===== src/rtl/lsu_align.sv =====
// Load/store alignment unit: turns byte-addressed b/h/w requests into one or two
// word accesses with byte enables, and assembles and extends load results.
module lsu_align #(
  parameter int DM_ADDRESS = 9,
  parameter int DATA_W     = 32
) (
  input  logic                  clk,
  input  logic                  rst_n,
  input  logic                  req_valid,
  output logic                  req_ready,
  input  logic                  req_we,
  input  logic [2:0]            req_funct3,
  input  logic [31:0]           req_addr,
  input  logic [DATA_W-1:0]     req_wdata,
  output logic                  rsp_valid,
  output logic [DATA_W-1:0]     rsp_rdata,
  output logic                  rsp_err,
  output logic [DM_ADDRESS-1:0] mem_addr,
  output logic                  mem_we,
  output logic [3:0]            mem_be,
  output logic [DATA_W-1:0]     mem_wdata,
  input  logic [DATA_W-1:0]     mem_rdata
);

  // Handshake: a request transfers on a rising edge where req_valid && req_ready;
  // req_ready is high only in IDLE, and the requester holds req_valid and its
  // payload until that edge. rsp_valid is a one-cycle completion pulse.
  typedef enum logic [1:0] {IDLE, ACC0, ACC1, DONE} state_t;

  state_t                  state;
  logic                    r_we;
  logic [2:0]              r_funct3;
  logic [1:0]              r_off;
  logic [DM_ADDRESS-1:0]   r_word;
  logic [DATA_W-1:0]       r_wdata;
  logic                    r_split;
  logic                    r_err;
  logic [DATA_W-1:0]       r_buf;

  function automatic logic [2:0] size_of(input logic [1:0] code);
    case (code)
      2'd0:    return 3'd1;
      2'd1:    return 3'd2;
      default: return 3'd4;
    endcase
  endfunction

  function automatic logic [3:0] mask_of(input logic [1:0] code);
    case (code)
      2'd0:    return 4'b0001;
      2'd1:    return 4'b0011;
      default: return 4'b1111;
    endcase
  endfunction

  function automatic logic is_legal(input logic we, input logic [2:0] f3);
    if (we) return (f3 == 3'b000) || (f3 == 3'b001) || (f3 == 3'b010);
    else    return !((f3 == 3'b011) || (f3 == 3'b110) || (f3 == 3'b111));
  endfunction

  function automatic logic [DATA_W-1:0] extend(input logic [2:0] f3, input logic [DATA_W-1:0] d);
    case (f3)
      3'b000:  return {{(DATA_W-8){d[7]}}, d[7:0]};
      3'b001:  return {{(DATA_W-16){d[15]}}, d[15:0]};
      3'b100:  return {{(DATA_W-8){1'b0}}, d[7:0]};
      3'b101:  return {{(DATA_W-16){1'b0}}, d[15:0]};
      default: return d;
    endcase
  endfunction

  logic [DM_ADDRESS-1:0] in_word;
  logic                  in_legal;
  logic                  in_split;
  logic [7:0]            in_be_w;
  logic [7:0]            r_be_w;
  logic [2*DATA_W-1:0]   in_wd_w;
  logic [2*DATA_W-1:0]   r_wd_w;
  logic [2*DATA_W-1:0]   ld_single;
  logic [2*DATA_W-1:0]   ld_split;
  logic                  unused_bits;

  assign in_word  = req_addr[DM_ADDRESS+1:2];
  assign in_legal = is_legal(req_we, req_funct3);
  assign in_split = ({1'b0, req_addr[1:0]} + size_of(req_funct3[1:0])) > 3'd4;

  // Lane placement over a two-word window: the low half feeds ACC0, the high half ACC1.
  assign in_be_w = {4'b0000, mask_of(req_funct3[1:0])} << req_addr[1:0];
  assign in_wd_w = {{DATA_W{1'b0}}, req_wdata} << {req_addr[1:0], 3'b000};
  assign r_be_w  = {4'b0000, mask_of(r_funct3[1:0])} << r_off;
  assign r_wd_w  = {{DATA_W{1'b0}}, r_wdata} << {r_off, 3'b000};

  // Load assembly: shift the fetched word(s) down so the addressed byte lands in lane 0.
  assign ld_single = {{DATA_W{1'b0}}, mem_rdata} >> {r_off, 3'b000};
  assign ld_split  = {mem_rdata, r_buf} >> {r_off, 3'b000};

  assign unused_bits = ^{req_addr[31:DM_ADDRESS+2], in_be_w[7:4], in_wd_w[2*DATA_W-1:DATA_W],
                         r_be_w[3:0], r_wd_w[DATA_W-1:0], ld_single[2*DATA_W-1:DATA_W],
                         ld_split[2*DATA_W-1:DATA_W]};

  assign req_ready = (state == IDLE);

  always_ff @(posedge clk or negedge rst_n) begin
    if (!rst_n) begin
      state     <= IDLE;
      r_we      <= 1'b0;
      r_funct3  <= 3'b000;
      r_off     <= 2'b00;
      r_word    <= '0;
      r_wdata   <= '0;
      r_split   <= 1'b0;
      r_err     <= 1'b0;
      r_buf     <= '0;
      rsp_valid <= 1'b0;
      rsp_rdata <= '0;
      rsp_err   <= 1'b0;
      mem_addr  <= '0;
      mem_we    <= 1'b0;
      mem_be    <= 4'b0000;
      mem_wdata <= '0;
    end else begin
      rsp_valid <= 1'b0;
      case (state)
        IDLE: begin
          if (req_valid) begin
            state    <= ACC0;
            r_we     <= req_we;
            r_funct3 <= req_funct3;
            r_off    <= req_addr[1:0];
            r_word   <= in_word;
            r_wdata  <= req_wdata;
            r_err    <= !in_legal;
            r_split  <= in_legal && in_split;
            mem_addr <= in_word;
            if (in_legal && req_we) begin
              mem_we    <= 1'b1;
              mem_be    <= in_be_w[3:0];
              mem_wdata <= in_wd_w[DATA_W-1:0];
            end else begin
              mem_we <= 1'b0;
              mem_be <= 4'b0000;
            end
          end
        end
        ACC0: begin
          if (r_split) begin
            state    <= ACC1;
            r_buf    <= mem_rdata;
            mem_addr <= r_word + DM_ADDRESS'(1);
            if (r_we) begin
              mem_we    <= 1'b1;
              mem_be    <= r_be_w[7:4];
              mem_wdata <= r_wd_w[2*DATA_W-1:DATA_W];
            end else begin
              mem_we <= 1'b0;
              mem_be <= 4'b0000;
            end
          end else begin
            state     <= DONE;
            mem_we    <= 1'b0;
            mem_be    <= 4'b0000;
            rsp_valid <= 1'b1;
            rsp_err   <= r_err;
            rsp_rdata <= (r_err || r_we) ? '0 : extend(r_funct3, ld_single[DATA_W-1:0]);
          end
        end
        ACC1: begin
          state     <= DONE;
          mem_we    <= 1'b0;
          mem_be    <= 4'b0000;
          rsp_valid <= 1'b1;
          rsp_err   <= 1'b0;
          rsp_rdata <= r_we ? '0 : extend(r_funct3, ld_split[DATA_W-1:0]);
        end
        DONE:    state <= IDLE;
        default: state <= IDLE;
      endcase
    end
  end

endmodule


===== config.mk =====
export PLATFORM = sky130hd
export DESIGN_NAME = lsu_align
export DESIGN_NICKNAME = d
export VERILOG_FILES = /design/src/rtl/lsu_align.sv
export SDC_FILE = /design/constraint.sdc
export NUM_CORES = 1
export LEC_CHECK = 0
export CAP_MARGIN = 30
export CORE_UTILIZATION = 47
export CTS_CLUSTER_DIAMETER = 50
export DETAILED_ROUTE_END_ITERATION = 6
export PLACE_DENSITY = 0.82
export SYNTH_ARGS = -nofsm -noshare
export SYNTH_HDL_FRONTEND = slang
export SYNTH_SLANG_ARGS = --single-unit

===== constraint.sdc =====
create_clock -name clk -period 2.2 [get_ports clk]
set_clock_uncertainty 0.15 [all_clocks]
set_input_delay 0.44 -clock clk [delete_from_list [all_inputs] [get_ports clk]]
set_output_delay 0.44 -clock clk [all_outputs]
set_load 0.01 [all_outputs]

==> results.yml <==
setup_path:
  cp_slowest_stage_delay_ns: 0.43
  critPathBufInv: 2
  end_kind: "flip-flop"
  setup.worst_path.class: "reg2reg"
  reg2reg_slack_ns: -0.06
  cp.required_ns: 2.37
  worstPathMaxFanout: 16
  cp_cell_sequence: "inv_2 -> ha_4 -> nor2b_4 -> or3_4 -> a221o_2 -> buf_12 -> mux2_4"
  critPathTopFamily: "simple AND/OR/NAND/NOR gates"
  critPathLaunchType: "flip-flop"
  cp_slowest_cell: "dfrtp_1"
  cp_data_arrival_time_ns: 2.43
cts:
  post_cts_buffers: 0
  clk_path_buf_depth: 2
  insertion_delay_ns: 0.43
  cts-htree-levels: 4
  clkTransAtPathRegs_ns: 0.07
  cts_sinks: 155
  cts_made_buffers: 17
  ctsRootBufferMaster: "clkbuf_16"
  cts_tree: "done"
drt:
  drc: 0
  ant_nets: 0
  vias: 7568
  vias_per_cell: 5.99
  routedWlPerCell_um: 20.0
  routed_wl_um: 25200
  firstDrtPassIters: 5
  dr.first_iter.drc_count: 474
grt:
  grt_max_degree: 47
  grt_pass1_vias: 7616
  grt_pass1_wl_um: 40500
  grt-ovfl-total: 0
  groute.usage.overall: 0.263
  antenna_found_initial: 0
floorplan:
  coreArea_um2: 18800
  chipWidth_um: 141
  placementRows: 50
  initial_utilization: 0.483
  fp.dieH_um: 141
  dieArea_um2: 19900
  pin_count: 184
yosys:
  ys_top_cells_by_count: "dfrtp_1, mux2_2, mux2i_1"
  syn_nets: 898
  synthArstFlopShare: 1.00
  yosysWarnings: 0
  syn_inst: 787
  seq_area_frac_synth: 0.427
  yosysTopAreaCell: "dfrtp_1"
  synth_cell_type_count: 54
  synth_most_common_cell: "dfrtp_1"
  synth_area_leaders: "dfrtp_1, mux2_2, mux2i_1"
  synth_edf_count: 0
  synth_top_area_share: 0.427
  synthFlopType: "dfrtp_1"
  avgSynthCellArea_um2: 11.5
  synth_area_um2: 9090
  ys_seq_elements: 155
finish:
  nets: 1101
  drive_gt1_frac: 0.272
  syn2layout_area_growth_pct: 34.3
  final_area_um2: 12200
  post-route-util: 0.648
  antennaDiodeCount: 0
  instances_no_fill: 1263
timing:
  fmax_mhz: 442
  setup_viol: 32
  rsz0062_at_grt: "yes"
  max_slew.worst_pin.slew_ns: 0.666
  maxSlewHeadroom: 0.555
  layout_setup_ws_ns: -0.0616
  period_needed_ns: 2.26
  drv_slew: 0
  hold_viol: 0
  layout_worst_path_cycle_share: 1.03
place:
  place_congestion: 0.887
  dpl.hpwl_um: 17700
  io_buffers: 162
  dpl_cell_area_um2: 11600
  pre_cts_slack_ns: -0.350
  placedCellCount: 1230
outcome:
  status: "complete, but fails checks"
  violations: "setup timing"
power_and_ir_drop:
  p_leak_uw: 0.00516
  p_per_area_nw_per_um2: 1490
  irDropWorstVdd_v: 0.000777
job:
  cap_violations: 0
worst_hold_path:
  hold_path_class: "reg2reg"
==> per-layer routing <==
metal	share of wire	vias to the layer above	GRT usage
li1	-	3389	-
met1	0.42	3787	0.350
met2	0.48	334	0.416
met3	0.073	58	0.0625
met5	0	-	0
met4	0.024	0	0.101
==> placed cells by master (no fill, tap or decap), drive strengths merged, types with 5 or more instances in the layout <==
cell,Yosys,routed
a22o,9,9
buf,27,83
inv,9,15
o22ai,11,11
o211ai,17,17
xnor2,5,5
nor2b,34,34
ha,7,7
nand2b,10,10
mux4,29,29
nand2,40,40
a211oi,19,19
a22oi,16,16
clkdlybuf4s50,0,160
a211o,6,6
nand3,5,5
mux2i,71,71
a221o,16,16
dfrtp,155,155
clkbuf,34,17
nor2,42,42
a21oi,35,35
clkinv,0,6
mux2,104,104
o21ai,33,33
a32oi,5,5
==> logic make-up after synthesis <==
kind of cell / after synthesis / synth area share
simple gates: 152 / 0.0819
flops: 155 / 0.427
fa+ha+maj: 8 / 0.0118
mux: 204 / 0.291
compound gates: 192 / 0.148
xor+xnor: 6 / 0.00578
buf+inv: 70 / 0.0343
==> report_power, final <==
part / switching, uW / internal, uW / total, uW
Sequential: 1050 / 4180 / 5240
Combinational: 4580 / 5450 / 10000
Clock: 1300 / 1600 / 2910
Total: 6940 / 11200 / 18200
==> path summary, 6_finish.rpt <==
kind / from / endpoint / depth (start not counted)
worst min-delay path: mem_addr[1] / mem_addr[1] / 2
min in group asynchronous: rst_n / rsp_rdata[3] / 2
worst max register to register: state[0] / mem_wdata[13] / 7
worst min register to register: mem_addr[1] / mem_addr[1] / 2
worst max-delay path: state[0] / mem_wdata[13] / 7
max in group asynchronous: rst_n / r_wdata[14] / 3
==> state kept, by name, indices dropped and copies added (netlist names) <==
| signal | flops |
|---|---|
| mem_addr | 9 |
| mem_be | 4 |
| mem_wdata | 32 |
| mem_we | 1 |
| r_buf | 32 |
| r_err | 1 |
| r_funct3 | 3 |
| r_off | 2 |
| r_split | 1 |
| r_wdata | 24 |
| r_we | 1 |
| r_word | 9 |
| rsp_err | 1 |
| rsp_rdata | 32 |
| rsp_valid | 1 |
| state | 2 |
==> worst reg2reg max path: cells and delay by family, from the launching register on <==
| family | cells | cell delay, ns |
|---|---|---|
| adders and majority gates | 1 | 0.17 |
| and+or+nand+nor | 2 | 0.45 |
| muxes | 1 | 0.32 |
| DFF | 1 | 0.43 |
| buffers and inverters | 2 | 0.27 |
| AOI/OAI and AO/OA | 1 | 0.37 |
==> stage by stage <==
step / hold WS, ns / setup TNS, ns / power [uW]
floorplan: -0.00559 / -4.00 / 11500
global placement: 0.243 / -14.12 / 14800
detailed placement: 0.246 / -16.00 / 15100
CTS: 0.349 / -1.70 / 18100
global route: 0.367 / -2.54 / 19200
finish: 0.342 / -1.58 / 18200
==> cell type report <==
type	instances	area (um^2)
fill	1401	6630
multi-input combinational	562	5000
sequential	155	3890
timing repair buffer	245	2370
clock buffer	17	425
tap	260	325
clock inverter	15	161
inverter	9	33.8
==> what timing repair did <==
action                                  in CTS  in global routing
hold buffers                                 1                  0
gates resized for setup                      4                  8
endpoints found under the setup margin      39                 61
hold endpoints to repair                    40                  0
Note: power is estimated with default switching activity, not from simulation.
==> patch: new RTL, same flow settings <==
Reset style: synchronous (`rst_n`), changed in one clocked block.
--- a/src/rtl/lsu_align.sv
+++ b/src/rtl/lsu_align.sv
@@ -100,5 +100,5 @@
   assign req_ready = (state == IDLE);
 
-  always_ff @(posedge clk or negedge rst_n) begin
+  always_ff @(posedge clk) begin
     if (!rst_n) begin
       state     <= IDLE;
Behaviour: differs if rst_n is asserted again (counterexample within 4 cycles, from zero or initial values and one cycle with rst_n low); with rst_n held inactive, the same outputs for 4 cycles.
==> patch against the original RTL <==
The run still ends with setup timing left. Design area shrank 5.3%. Combinational power shrank 33%. Synthesized area is 8.4% lower. Total power shrank 24%. Sequential cell count unchanged. Routed wire length up 9.5%. Worst setup slack worse by 0.052 ns. Worst hold slack got worse by 0.039 ns. Critical path type unchanged. Largest power group unchanged. Highest routed layer unchanged.
==> patch: results (changes against the original RTL) <==
- The run finished, with violations left.
- The final reports fail on setup timing.
- The fraction of layout instances using a drive strength above 1 was 15.3% (-12 points).
- The biggest fanout along the worst timing path is 10 (-6).
- The leading cell type by number of instances after synthesis is sky130_fd_sc_hd__nand2_1.
- The largest net degree at the start of global routing is 124 (+160%).
- The number of detailed-routing iterations run before antenna repair was 6 (+1).
- The smallest setup slack after layout is -0.114 ns (-0.0520 ns).
- The reported leakage power is 4.20 nW (-19%).
- Counting instances in the post-synthesis netlist gives the leading cell types as 239 x sky130_fd_sc_hd__nand2_1, 155 x sky130_fd_sc_hd__dfxtp_1, 129 x sky130_fd_sc_hd__a21oi_1.
- The peak supply drop is 0.000752 V (-3.3%).
- The net count of the mapped netlist is 1,163 (+30%).
- The aggregate negative setup slack is -0.708 ns (+0.873 ns).
- The sequential cell area fraction in the yosys report is 37.3% (-5.4 points).
- The fraction of power spent switching nets came to 38.8% (+0.60 points).
- The number of setup violations in the final report is 22 (-31%).
- The overall routing resource usage is 30.0% (+3.7 points).
- The via count of the routed design was 8,977 (+19%).
- The post-detailed-placement cell area came to 10,700 um^2 (-7.3%).
- The number of global-route vias before repair is 7,974 (+4.7%).
- The worst slack at placement is -0.261 ns (+0.0881 ns).
- The post-placement cell count is 1,447 (+18%).
- The number of distinct library cells after synthesis is 52 (-3.7%).
- The first-pass GRT wire length is 42,600 um (+5.2%).
- After synthesis, the cell types taking the most area are sky130_fd_sc_hd__dfxtp_1 37%, sky130_fd_sc_hd__nand2_1 11%, sky130_fd_sc_hd__mux2i_1 9.0%, sky130_fd_sc_hd__a21oi_1 7.8%, sky130_fd_sc_hd__o21ai_0 4.1%.
- The prevailing post-synth register cell is sky130_fd_sc_hd__dfxtp_1.
- The longest individual stage delay on the worst path is 0.35 ns (-0.08 ns).
- The slowest stage of the critical path belongs to the cell sky130_fd_sc_hd__or3_4.
patch: changes by cell type after synthesis, moves of 19 or more:
cell | unedited run | this run
sky130_fd_sc_hd__dfrtp_1 | 155 | 0
sky130_fd_sc_hd__mux2_2 | 74 | 17
sky130_fd_sc_hd__nand2_1 | 40 | 239
sky130_fd_sc_hd__a21oi_1 | 35 | 129
sky130_fd_sc_hd__o21ai_0 | 32 | 68
sky130_fd_sc_hd__mux4_2 | 29 | 10
sky130_fd_sc_hd__mux2_4 | 30 | 0
sky130_fd_sc_hd__dfxtp_1 | 0 | 155
sky130_fd_sc_hd__nor2b_1 | 33 | 11
sky130_fd_sc_hd__nor2_1 | 42 | 64
patch: routing by layer:
metal  share of wire, %  routed length, um
met1                 43              11800
met5                  0                  0
met2                 44              12100
met4                2.6                721
met3                 11               2950
patch: path summary, 6_finish.rpt:
path | startpoint | end | slack [ns] | depth (start not counted)
worst max-delay path | state[1]$_SDFFE_PN0P_ | mem_wdata[15]$_SDFFE_PN0P_ | -0.11 | 11
worst max register to register | state[1]$_SDFFE_PN0P_ | mem_wdata[15]$_SDFFE_PN0P_ | -0.11 | 11
worst min register to register | mem_wdata[13]$_SDFFE_PN0P_ | mem_wdata[13]$_SDFFE_PN0P_ | 0.30 | 2
worst min-delay path | mem_wdata[13]$_SDFFE_PN0P_ | mem_wdata[13]$_SDFFE_PN0P_ | 0.30 | 2
patch: final cells by class:
cell class	count	area (um^2)
repair buffers	261	2570
clock buffers	17	425
flip-flops and latches	155	3110
well taps	225	282
clock inverters	15	198
fillers	1361	5740
inverters	18	71.3
multi-input cells	794	4900
patch: critical path, delay by kind of cell, from the launching register on:
| kind | cells | cell delay [ns] |
|---|---|---|
| AO/OA/AOI/OAI | 2 | 0.38 |
| buffers and inverters | 5 | 0.68 |
| flip-flops | 1 | 0.34 |
| AND/OR/NAND/NOR | 3 | 0.53 |
| adder cells (fa/ha/maj) | 1 | 0.16 |
patch: power by group through the flow:
stage | Combinational [mW] | Clock [mW] | Sequential (mW)
6_report | 6.72 | 3.09 | 3.97
5_1_grt | 7.19 | 3.25 | 4.04
4_1_cts | 6.34 | 3.11 | 3.95
3_5_place_dp | 6.16 | 0 | 4.01
3_3_place_gp | 6.05 | 0 | 3.99
2_1_floorplan | 3.22 | 0 | 4.10
patch: cell families (layout without fill, tap and decap cells):
logic type	count (synthesis)	in the layout	share of synthesized area, %
buffers and inverters	103	311	5.26
AOI/OAI and AO/OA	312	312	23.1
muxes	102	102	14.0
and+or+nand+nor	363	363	18.1
DFF	155	155	37.3
adders and majority gates	8	8	1.29
xor gates and xnor gates	9	9	0.947
patch: timing repair:
action,in CTS,in global routing
pin swaps,0,1
cloned,1,2
gates resized for setup,7,24
setup buffers,1,2
endpoints found under the setup margin,31,48
